[src/rtl/ksa_swap_if.sv]
// ---------------------------------------------------------------------------
// ksa_swap_if
// Bundles the signals between the RC4 key-scheduling block, the master
// sequencer that starts it, and the S-RAM it scrambles.
//   start_ksa  : start request from the master (one-cycle pulse or level)
//   secret_key : KEY_W-bit key, byte 0 in the top bits
//   s_q        : S-RAM read data
//   s_address  : S-RAM address
//   s_data     : S-RAM write data
//   s_wren     : S-RAM write enable
//   ksa_finish : scheduling complete, sticky until reset
// Modports:
//   slave  - the key-scheduling block itself
//   master - the environment (master FSM plus S-RAM)
// ---------------------------------------------------------------------------
interface ksa_swap_if #(
  parameter int KEY_W = 24
);
  logic             start_ksa;
  logic [KEY_W-1:0] secret_key;
  logic [7:0]       s_q;
  logic [7:0]       s_address;
  logic [7:0]       s_data;
  logic             s_wren;
  logic             ksa_finish;

  modport slave (
    input  start_ksa,
    input  secret_key,
    input  s_q,
    output s_address,
    output s_data,
    output s_wren,
    output ksa_finish
  );

  modport master (
    output start_ksa,
    output secret_key,
    output s_q,
    input  s_address,
    input  s_data,
    input  s_wren,
    input  ksa_finish
  );
endinterface

[src/rtl/ksa_swap.sv]
// ---------------------------------------------------------------------------
// ksa_swap
// RC4 key-scheduling stage. Runs once the S-RAM holds s[i]=i and scrambles
// the 256-byte array in place:
//   for i = 0..255 { j = j + s[i] + key[i mod KEY_BYTES]; swap s[i], s[j] }
// with all arithmetic modulo 256. Afterwards ksa_finish goes high and stays
// high until reset, handing the RAM to the next stage.
// Ports:
//   clk    in  system clock, all logic on the rising edge
//   reset  in  synchronous active-high reset
//   bus    slave side of ksa_swap_if (start, key, S-RAM port, finish flag)
// All S-RAM outputs and ksa_finish come straight from registers.
// The S-RAM returns read data two edges after the address register changes,
// which is why each read has a SET / WAIT / GET triplet of states.
// ---------------------------------------------------------------------------
module ksa_swap #(
  parameter int KEY_W     = 24,
  parameter int KEY_BYTES = 3
) (
  input  logic      clk,
  input  logic      reset,
  ksa_swap_if.slave bus
);

  localparam int KIDX_W = (KEY_BYTES > 1) ? $clog2(KEY_BYTES) : 1;

  typedef enum logic [3:0] {
    ST_IDLE   = 4'd0,
    ST_SET_I  = 4'd1,
    ST_WAIT_I = 4'd2,
    ST_GET_I  = 4'd3,
    ST_SUM_J  = 4'd4,
    ST_SET_J  = 4'd5,
    ST_WAIT_J = 4'd6,
    ST_GET_J  = 4'd7,
    ST_WR_I   = 4'd8,
    ST_WR_J   = 4'd9,
    ST_NEXT   = 4'd10,
    ST_DONE   = 4'd11
  } state_t;

  // Key byte idx; byte 0 occupies the most significant bits of the key.
  function automatic logic [7:0] key_byte(
    input logic [KEY_W-1:0]  key,
    input logic [KIDX_W-1:0] idx
  );
    logic [7:0] result;
    result = 8'd0;
    for (int b = 0; b < KEY_BYTES; b++) begin
      if (idx == KIDX_W'(b)) begin
        result = key[KEY_W-1-8*b -: 8];
      end else begin
        result = result;
      end
    end
    return result;
  endfunction

  state_t            r_state;
  logic [7:0]        r_i;
  logic [7:0]        r_j;
  logic [KIDX_W-1:0] r_kidx;    // tracks i mod KEY_BYTES without a divider
  logic [7:0]        r_si;
  logic [7:0]        r_sj;
  logic [7:0]        r_addr;
  logic [7:0]        r_data;
  logic              r_wren;
  logic              r_finish;

  state_t            w_state_nxt;
  logic [7:0]        w_i_nxt;
  logic [7:0]        w_j_nxt;
  logic [KIDX_W-1:0] w_kidx_nxt;
  logic [7:0]        w_si_nxt;
  logic [7:0]        w_sj_nxt;
  logic [7:0]        w_addr_nxt;
  logic [7:0]        w_data_nxt;
  logic              w_wren_nxt;
  logic              w_finish_nxt;
  logic [7:0]        w_key_byte;
  logic [KIDX_W-1:0] w_kidx_inc;

  assign w_key_byte = key_byte(bus.secret_key, r_kidx);
  assign w_kidx_inc = (r_kidx == KIDX_W'(KEY_BYTES - 1)) ? {KIDX_W{1'b0}}
                                                         : r_kidx + KIDX_W'(1);

  // Next-state and next-register-value logic for the scheduling sequence.
  always_comb begin
    w_state_nxt  = r_state;
    w_i_nxt      = r_i;
    w_j_nxt      = r_j;
    w_kidx_nxt   = r_kidx;
    w_si_nxt     = r_si;
    w_sj_nxt     = r_sj;
    w_addr_nxt   = r_addr;
    w_data_nxt   = r_data;
    w_wren_nxt   = r_wren;
    w_finish_nxt = r_finish;

    case (r_state)
      ST_IDLE: begin
        w_wren_nxt = 1'b0;
        if (bus.start_ksa) begin
          w_state_nxt = ST_SET_I;
          w_i_nxt     = 8'd0;
          w_j_nxt     = 8'd0;
          w_kidx_nxt  = {KIDX_W{1'b0}};
        end else begin
          w_state_nxt = ST_IDLE;
        end
      end

      ST_SET_I: begin
        w_addr_nxt  = r_i;
        w_wren_nxt  = 1'b0;
        w_state_nxt = ST_WAIT_I;
      end

      ST_WAIT_I: begin
        w_state_nxt = ST_GET_I;
      end

      ST_GET_I: begin
        w_si_nxt    = bus.s_q;
        w_state_nxt = ST_SUM_J;
      end

      ST_SUM_J: begin
        // 8-bit sum wraps modulo 256 by construction.
        w_j_nxt     = r_j + r_si + w_key_byte;
        w_state_nxt = ST_SET_J;
      end

      ST_SET_J: begin
        w_addr_nxt  = r_j;
        w_state_nxt = ST_WAIT_J;
      end

      ST_WAIT_J: begin
        w_state_nxt = ST_GET_J;
      end

      ST_GET_J: begin
        w_sj_nxt    = bus.s_q;
        w_state_nxt = ST_WR_I;
      end

      ST_WR_I: begin
        w_addr_nxt  = r_i;
        w_data_nxt  = r_sj;
        w_wren_nxt  = 1'b1;
        w_state_nxt = ST_WR_J;
      end

      ST_WR_J: begin
        // When i == j this second write lands on the same address with the
        // original s[i], so the byte ends up unchanged.
        w_addr_nxt  = r_j;
        w_data_nxt  = r_si;
        w_wren_nxt  = 1'b1;
        w_state_nxt = ST_NEXT;
      end

      ST_NEXT: begin
        w_wren_nxt = 1'b0;
        if (r_i == 8'd255) begin
          // Flag goes up on the same edge that enters DONE so it appears
          // exactly 256 x 10 edges after the start edge.
          w_finish_nxt = 1'b1;
          w_state_nxt  = ST_DONE;
        end else begin
          w_i_nxt     = r_i + 8'd1;
          w_kidx_nxt  = w_kidx_inc;
          w_state_nxt = ST_SET_I;
        end
      end

      ST_DONE: begin
        w_wren_nxt   = 1'b0;
        w_finish_nxt = 1'b1;
        w_state_nxt  = ST_DONE;
      end

      default: begin
        w_wren_nxt  = 1'b0;
        w_state_nxt = ST_IDLE;
      end
    endcase
  end

  // State and datapath registers with synchronous reset.
  always_ff @(posedge clk) begin
    if (reset) begin
      r_state  <= ST_IDLE;
      r_i      <= 8'd0;
      r_j      <= 8'd0;
      r_kidx   <= {KIDX_W{1'b0}};
      r_si     <= 8'd0;
      r_sj     <= 8'd0;
      r_addr   <= 8'd0;
      r_data   <= 8'd0;
      r_wren   <= 1'b0;
      r_finish <= 1'b0;
    end else begin
      r_state  <= w_state_nxt;
      r_i      <= w_i_nxt;
      r_j      <= w_j_nxt;
      r_kidx   <= w_kidx_nxt;
      r_si     <= w_si_nxt;
      r_sj     <= w_sj_nxt;
      r_addr   <= w_addr_nxt;
      r_data   <= w_data_nxt;
      r_wren   <= w_wren_nxt;
      r_finish <= w_finish_nxt;
    end
  end

  assign bus.s_address  = r_addr;
  assign bus.s_data     = r_data;
  assign bus.s_wren     = r_wren;
  assign bus.ksa_finish = r_finish;

endmodule

[src/flat_wrapper.sv]
// flat-port wrapper written by rule: the top's interface ports become plain ports
module ksa_swap_flat 
#(
  parameter int KEY_W     = 24,
  parameter int KEY_BYTES = 3
)
  (clk, reset, bus_start_ksa, bus_secret_key, bus_s_q, bus_s_address, bus_s_data, bus_s_wren, bus_ksa_finish);
  ksa_swap_if #(.KEY_W(KEY_W)) bus_i ();
  input  logic clk;
  input  logic reset;
  input wire logic [$bits(bus_i.start_ksa)-1:0] bus_start_ksa;
  input wire logic [$bits(bus_i.secret_key)-1:0] bus_secret_key;
  input wire logic [$bits(bus_i.s_q)-1:0] bus_s_q;
  output wire logic [$bits(bus_i.s_address)-1:0] bus_s_address;
  output wire logic [$bits(bus_i.s_data)-1:0] bus_s_data;
  output wire logic [$bits(bus_i.s_wren)-1:0] bus_s_wren;
  output wire logic [$bits(bus_i.ksa_finish)-1:0] bus_ksa_finish;
  assign bus_i.start_ksa = bus_start_ksa;
  assign bus_i.secret_key = bus_secret_key;
  assign bus_i.s_q = bus_s_q;
  assign bus_s_address = bus_i.s_address;
  assign bus_s_data = bus_i.s_data;
  assign bus_s_wren = bus_i.s_wren;
  assign bus_ksa_finish = bus_i.ksa_finish;
  ksa_swap #(.KEY_W(KEY_W), .KEY_BYTES(KEY_BYTES)) u_core (.clk(clk), .reset(reset), .bus(bus_i));
endmodule
[config.mk]
export PLATFORM = sky130hd
export DESIGN_NAME = ksa_swap_flat
export DESIGN_NICKNAME = d
export VERILOG_FILES = /design/src/rtl/ksa_swap_if.sv /design/src/rtl/ksa_swap.sv /design/src/flat_wrapper.sv
export SDC_FILE = /design/constraint.sdc
export NUM_CORES = 1
export LEC_CHECK = 0
export CAP_MARGIN = 25
export CORE_MARGIN = 5
export CORE_UTILIZATION = 45
export CTS_CLUSTER_DIAMETER = 120
export DETAILED_ROUTE_END_ITERATION = 16
export PLACE_DENSITY = 0.73
export RECOVER_POWER = 25
export SLEW_MARGIN = 20
export SYNTH_ARGS = -nofsm -noshare
export SYNTH_HDL_FRONTEND = slang
export SYNTH_SLANG_ARGS = --single-unit
[constraint.sdc]
create_clock -name clk -period 2.6 [get_ports clk]
set_clock_uncertainty 0.05 [all_clocks]
set_input_delay 0.26 -clock clk [delete_from_list [all_inputs] [get_ports clk]]
set_output_delay 0.26 -clock clk [all_outputs]
set_load 0.01 [all_outputs]
==> out/metrics.csv, run 1 <==
stage;metric;value;unit
placement;gp_congestion;0.812;
clock_tree;clock-sinks;56;
critical_path;crit_type;reg2reg;
die;die-width;91.9;µm
drt;vias_per_cell;5.32;
sta;whs;0.411;ns
status;status;finished with violations;
power;vdd_drop_max;0.366;mV
die;start_util;47.0;%
die;die_area;8440;µm²
critical_path;end_kind;flip-flop;
critical_path;cp-start-kind;flip-flop;
synth;syn_inst;361;
clock_tree;clkTransAtPathRegs;0.10;ns
clock_tree;htree_levels;2;
placement;numPortBuffers;52;
drt;drtPass1Iterations;4;
drt;drcViolationCount;0;
final_layout;drive_gt1_share;12.5;%
synth;avgSynthCellArea;8.36;µm²
critical_path;r2r_slack;-0.17;ns
critical_path;critPathTopFamily;adder cells;
synth;ys.flop_type;dfxtp_1;
sta;slew_viol_final;0;
clock_tree;cts_made_buffers;5;
status;failed_checks;setup timing;
drt;drt-total-wl;7270;µm
worst_hold_path;min_to;u_core.r_sj[2]$_SDFFE_PP0N_;
critical_path;path_buf_inv;3;
global_routing;grt_pass1_wl;12600;µm
sta;fmax;0.362;GHz
global_routing;grt-ovfl-total;0;
synth;synth-seq-area-share;37.1;%
drt;drt-wirelength-per-cell;14.5;µm
critical_path;reg2reg_to;u_core.r_j[7]$_SDFFE_PP0P_;
global_routing;grt_max_degree;22;
synth;synth_cell_type_count;45;
worst_hold_path;hp-start;u_core.r_sj[2]$_SDFFE_PP0N_;
critical_path;path_common_cell;a21oi_1;
drt;ant_nets;0;
clock_tree;clk_latency;0.31;ns
sta;finalSetupViolCount;3;
final_layout;diodes;0;
sta;slew_headroom;40.5;%
final_layout;layout_common_cells;nor2_1 (55), dfxtp_1 (55), nand2_1 (41);
run;maxCapViolCount;0;
sta;worst-slew-pin-transition;0.885;ns
critical_path;worstPathArrival;2.98;ns
die;rows;29;
critical_path;regToRegStartpoint;u_core.r_kidx[1]$_SDFFE_PP0P_;
sta;hold_viol;0;
power;p_leak;0.00144;µW
global_routing;grt_pass1_vias;2716;
synth;ys_async_sr_fraction;0;%
die;die_h;91.9;µm
clock_tree;clock_path_buffers;2;
clock_tree;ctsHoldBuffers;0;
placement;post-place-ws;-0.361;ns
die;ios;53;
sta;fin_ws;-0.166;ns
die;core;6420;µm²
final_layout;syn_to_final_growth;30.1;%
synth;synthesis.nets;411;
drt;dr.first_iter.drc_count;156;
placement;dp_hpwl;5410;µm
synth;synth_edf_count;0;
critical_path;cpMaxStageDelayCell;fa_1;
clock_tree;cts_tree;built;
clock_tree;cts-root-buf;clkbuf_8;
sta;period_share;106;%
global_routing;antenna_found_initial;0;
power;power_density;474;nW/µm²
critical_path;required;2.81;ns
synth;synthesis.area;3020;µm²
final_layout;nNetsFinal;473;
critical_path;cp_cell_sequence;buf_12 -> buf_4 -> mux2i_1 -> nor2_1 -> a21oi_1 -> fa_1 -> inv_1 -> ha_1 -> o21a_1 -> o31ai_2 -> a21oi_1 -> or4_1 -> nand3_1;
global_routing;grtUsageTotal;18.1;%
synth;synth_warnings;0;
critical_path;r2r_cells;13;
worst_hold_path;hp-class;reg2reg;
synth;ys_ff_latch;56;
critical_path;cp_max_fo;6;
power;p_total;1860;µW
worst_hold_path;holdPathStages;2;
sta;fin_crit;2.77;ns
drt;via_count;2662;
critical_path;cpPeakStageDelay;0.46;ns
sta;rsz0062_at_grt;true;
[cell families (layout without fill, tap and decap cells)]
logic type,count (synthesis),in the layout,synth area share (%)
AOI/OAI and AO/OA,72,72,16.1
xor gates and xnor gates,11,11,3.19
adders and majority gates,15,15,8.21
buffers and inverters,47,109,7.05
DFF,56,56,37.1
muxes,26,26,8.62
and+or+nand+nor,134,134,19.7
[per-stage QoR]
step / cells / util, % / area, µm² / TNS [ns]
after floorplan: 361 / - / 3020 / -0.0437
after global placement: 489 / 57.2 / 3670 / -0.916
after detailed placement: 489 / 57.2 / 3670 / -1.20
after CTS: 498 / 60.3 / 3870 / -0.232
after global routing: 500 / 61.1 / 3930 / -1.06
final: 500 / 61.1 / 3930 / -0.293
[state kept, by name, summed over array words and instances, names as in the netlist]
name / flops
u_core.bus.s_address: 8
u_core.r_kidx: 2
u_core.r_i: 8
u_core.r_si: 8
u_core.r_state: 4
u_core.r_sj: 8
u_core.bus.s_wren: 1
u_core.r_j: 8
u_core.bus.ksa_finish: 1
u_core.bus.s_data: 8
[Yosys cell counts, types with 2 or more instances]
library cell  number  area [µm²]
buf_2              4        20.0
nand2b_1           3        18.8
o21ai_0            4        20.0
nor3b_1            2        15.0
buf_6              3        33.8
nor3_1             9        45.0
nand2_1           41         154
mux2i_1           26         260
a31oi_1            4        25.0
nor2_1            56         210
nand3_1            6        30.0
dfxtp_1           56        1120
fa_1               8         160
nand4_1            2        12.5
clkbuf_1           8        30.0
xnor2_1            3        26.3
buf_4              2        15.0
a21oi_1           33         165
a22oi_1            2        15.0
ha_1               7        87.6
a211oi_1          17         128
inv_1             28         105
and3_1             5        31.3
nor2b_1            4        25.0
xor2_1             8        70.1
[final cells by class]
cell class / count / area, µm²
Tap cell: 77 / 96.3
Inverter: 28 / 105
Timing Repair Buffer: 74 / 702
Fill cell: 587 / 2500
Clock buffer: 5 / 68.8
Sequential cell: 56 / 1120
Clock inverter: 2 / 60.1
Multi-Input combinational cell: 258 / 1770
[repair_timing]
action                     CTS  global route
pin swaps                   10             8
setup buffers                2             2
setup endpoints to repair    5             6
gates resized for setup     16             8
[report_power, final]
| part | switching, µW | internal (µW) |
|---|---|---|
| combinational | 147 | 146 |
| clock | 281 | 379 |
| sequential | 28.8 | 881 |
[worst max-delay path by stage]
stage,startpoint,endpoint,cells after the start
6_report,u_core.r_kidx[1]$_SDFFE_PP0P_,u_core.r_j[7]$_SDFFE_PP0P_,13
3_5_place_dp,bus_secret_key[1],u_core.r_j[7]$_SDFFE_PP0P_,14
4_1_cts,u_core.r_kidx[1]$_SDFFE_PP0P_,u_core.r_j[7]$_SDFFE_PP0P_,12
2_1_floorplan,u_core.r_kidx[1]$_SDFFE_PP0P_,u_core.r_j[7]$_SDFFE_PP0P_,14
3_3_place_gp,bus_secret_key[1],u_core.r_j[7]$_SDFFE_PP0P_,14
5_1_grt,u_core.r_kidx[1]$_SDFFE_PP0P_,u_core.r_j[7]$_SDFFE_PP0P_,14
[worst reg2reg max path: stages (launching register included)]
cell     delay (ns)
dfxtp_4        0.38
buf_12         0.11
buf_4          0.10
mux2i_1        0.17
nor2_1         0.05
a21oi_1        0.22
fa_1           0.46
inv_1          0.08
ha_1           0.26
o21a_1         0.13
o31ai_2        0.07
a21oi_1        0.12
or4_1          0.41
nand3_1        0.10
[layer usage]
| layer | GRT usage, % | wire length [µm] | vias to the layer above |
|---|---|---|---|
| li1 | - | - | 1338 |
| met1 | 22.4 | 3180 | 1252 |
| met2 | 30.5 | 3530 | 65 |
| met3 | 4.50 | 471 | 7 |
| met4 | 6.19 | 93 | 0 |
| met5 | 0 | 0 | - |
No activity file was read; power rests on OpenSTA's default activity.
==> inputs of run 2 (changes only) <==
--- a/config.mk
+++ b/config.mk
@@ -12,6 +12,7 @@
 export DETAILED_ROUTE_END_ITERATION = 16
 export PLACE_DENSITY = 0.73
 export RECOVER_POWER = 25
+export SKIP_LAST_GASP = 1
 export SLEW_MARGIN = 20
 export SYNTH_ARGS = -nofsm -noshare
 export SYNTH_HDL_FRONTEND = slang
==> out/metrics.csv, run 2 (synthesis results as in run 1) <==
stage;metric;value;unit;change
worst_hold_path;hp-class;reg2reg;;
die;die_h;91.9;µm;unchanged
drt;via_count;2659;;-0.11%
critical_path;crit_type;reg2reg;;
clock_tree;cts-root-buf;clkbuf_8;;
drt;drt-total-wl;7270;µm;about the same
drt;drtPass1Iterations;4;;unchanged
power;p_leak;0.00144;µW;-0.19%
sta;period_share;107;%;+0.48 points
placement;post-place-ws;-0.361;ns;unchanged
global_routing;antenna_found_initial;0;;unchanged
critical_path;crit_path_start;u_core.r_kidx[1]$_SDFFE_PP0P_;;
clock_tree;clkTransAtPathRegs;0.10;ns;about the same
final_layout;syn_to_final_growth;29.6;%;
sta;final.setup.tns;-0.310;ns;-0.0175 ns
die;die_area;8440;µm²;unchanged
critical_path;cpPeakStageDelay;0.46;ns;about the same
clock_tree;clock_path_buffers;2;;unchanged
power;vdd_drop_max;0.364;mV;-0.63%
drt;dr.first_iter.drc_count;148;;-5.1%
die;rows;29;;unchanged
clock_tree;cts_made_buffers;5;;unchanged
clock_tree;ctsHoldBuffers;0;;unchanged
global_routing;grt-ovfl-total;0;;unchanged
clock_tree;htree_levels;2;;unchanged
sta;finalSetupViolCount;3;;unchanged
global_routing;grtUsageTotal;18.1;%;unchanged
drt;drt-wirelength-per-cell;14.5;µm;about the same
critical_path;path_common_cell;a21oi_1;;
global_routing;grt_pass1_vias;2716;;unchanged
status;status;finished with violations;;
die;core;6420;µm²;unchanged
sta;fmax;0.360;GHz;-0.45%
drt;ant_nets;0;;unchanged
clock_tree;cts_tree;built;;
final_layout;nNetsFinal;473;;unchanged
critical_path;end_kind;flip-flop;;
sta;hold_viol;0;;unchanged
global_routing;grt_max_degree;22;;unchanged
sta;fin_ws;-0.178;ns;-0.0125 ns
placement;dp_cells;489;;unchanged
die;die-width;91.9;µm;unchanged
sta;fin_crit;2.78;ns;+0.0125 ns
final_layout;layout_common_cells;nor2_1 (55), dfxtp_1 (55), nand2_1 (41);;
critical_path;cp_cell_sequence;buf_12 -> buf_4 -> mux2i_1 -> nor2_1 -> a21oi_1 -> fa_1 -> inv_1 -> ha_1 -> o21a_1 -> o31ai_2 -> a21oi_1 -> or4_1 -> nand3_1;;
run;maxCapViolCount;0;;unchanged
drt;drcViolationCount;0;;unchanged
placement;gp_congestion;0.812;;unchanged
critical_path;cpMaxStageDelayCell;fa_1;;
sta;slew_viol_final;0;;unchanged
final_layout;instances_no_fill;500;;unchanged
worst_hold_path;hp-start;u_core.r_sj[2]$_SDFFE_PP0N_;;
final_layout;final_area;3910;µm²;-0.32%
placement;placed_cell_area;3670;µm²;unchanged
sta;worst-slew-pin-transition;0.759;ns;-0.126 ns
power;p_total;1860;µW;-0.19%
global_routing;grt_pass1_wl;12600;µm;unchanged
critical_path;path_buf_inv;3;;unchanged
critical_path;cp_max_fo;6;;unchanged
critical_path;worstPathArrival;2.99;ns;about the same
die;start_util;47.0;%;unchanged
final_layout;fillerInstances;591;;+0.68%
critical_path;critPathTopFamily;adder cells;;
clock_tree;clk_latency;0.31;ns;about the same
critical_path;cp-start-kind;flip-flop;;
placement;numPortBuffers;52;;unchanged
critical_path;regToRegStartpoint;u_core.r_kidx[1]$_SDFFE_PP0P_;;
status;failed_checks;setup timing;;
placement;dp_hpwl;5410;µm;unchanged
sta;slew_headroom;49.0;%;+8.5 points
final_layout;drive_gt1_share;12.5;%;unchanged
final_layout;diodes;0;;unchanged
power;power_density;475;nW/µm²;+0.13%
drt;vias_per_cell;5.32;;-0.11%
clock_tree;clock-sinks;56;;unchanged
die;ios;53;;unchanged
sta;rsz0062_at_grt;true;;
critical_path;required;2.81;ns;about the same
-- run 2: cell count changes in the layout (fill, tap and decap cells not counted) --
cell / change
a31oi_2: +1
a31oi_4: -1
buf_4: +1
buf_6: -1
o21ai_0: +1
o21ai_1: -1
-- run 2: metrics by stage --
step,utilization [%],hold WS (ns)
detailed placement,57.2,0.397
CTS,60.3,0.411
finish,60.9,0.411
floorplan,-,0.346
global placement,57.2,0.392
global route,60.9,0.426
-- run 2: where the power goes --
group | internal (µW) | leakage (µW) | switching, µW
registers | 881 | 0.000454 | 28.8
clock network | 379 | 0.0000642 | 280
logic | 145 | 0.000922 | 145
total | 1400 | 0.00144 | 454
-- run 2: worst paths after layout --
kind,to,slack [ns],cells past startpoint
hold reg to reg,u_core.r_sj[2]$_SDFFE_PP0N_,0.41,2
setup / recovery,u_core.r_j[7]$_SDFFE_PP0P_,-0.18,13
hold / removal,u_core.r_sj[2]$_SDFFE_PP0N_,0.41,2
setup reg to reg,u_core.r_j[7]$_SDFFE_PP0P_,-0.18,13
-- run 2: what timing repair did --
action,in CTS,in global routing
gates resized for setup,15,6
setup buffers,2,2
endpoints found under the setup margin,5,6
pin swaps,10,8
-- run 2: tightest hold or removal path, cell delays in order, from the launching register on --
cell and delay [ns]:
dfxtp_1 0.32, nand2_1 0.05, a21oi_1 0.05
-- run 2: layout make-up --
| type | instances | area, µm² | share of cell area, % |
|---|---|---|---|
| Clock buffer | 5 | 68.8 | 1.76 |
| Inverter | 28 | 105 | 2.69 |
| Multi-Input combinational cell | 258 | 1760 | 45.0 |
| Sequential cell | 56 | 1120 | 28.7 |
| Timing Repair Buffer | 74 | 698 | 17.8 |
| Clock inverter | 2 | 60.1 | 1.54 |
| Tap cell | 77 | 96.3 | 2.46 |
-- run 2: per-layer routing --
layer	track usage [%]	wire [µm]	vias up
li1	-	-	1338
met1	22.4	3190	1247
met2	30.5	3510	65
met3	4.50	451	9
met4	6.19	112	0
met5	0	0	-
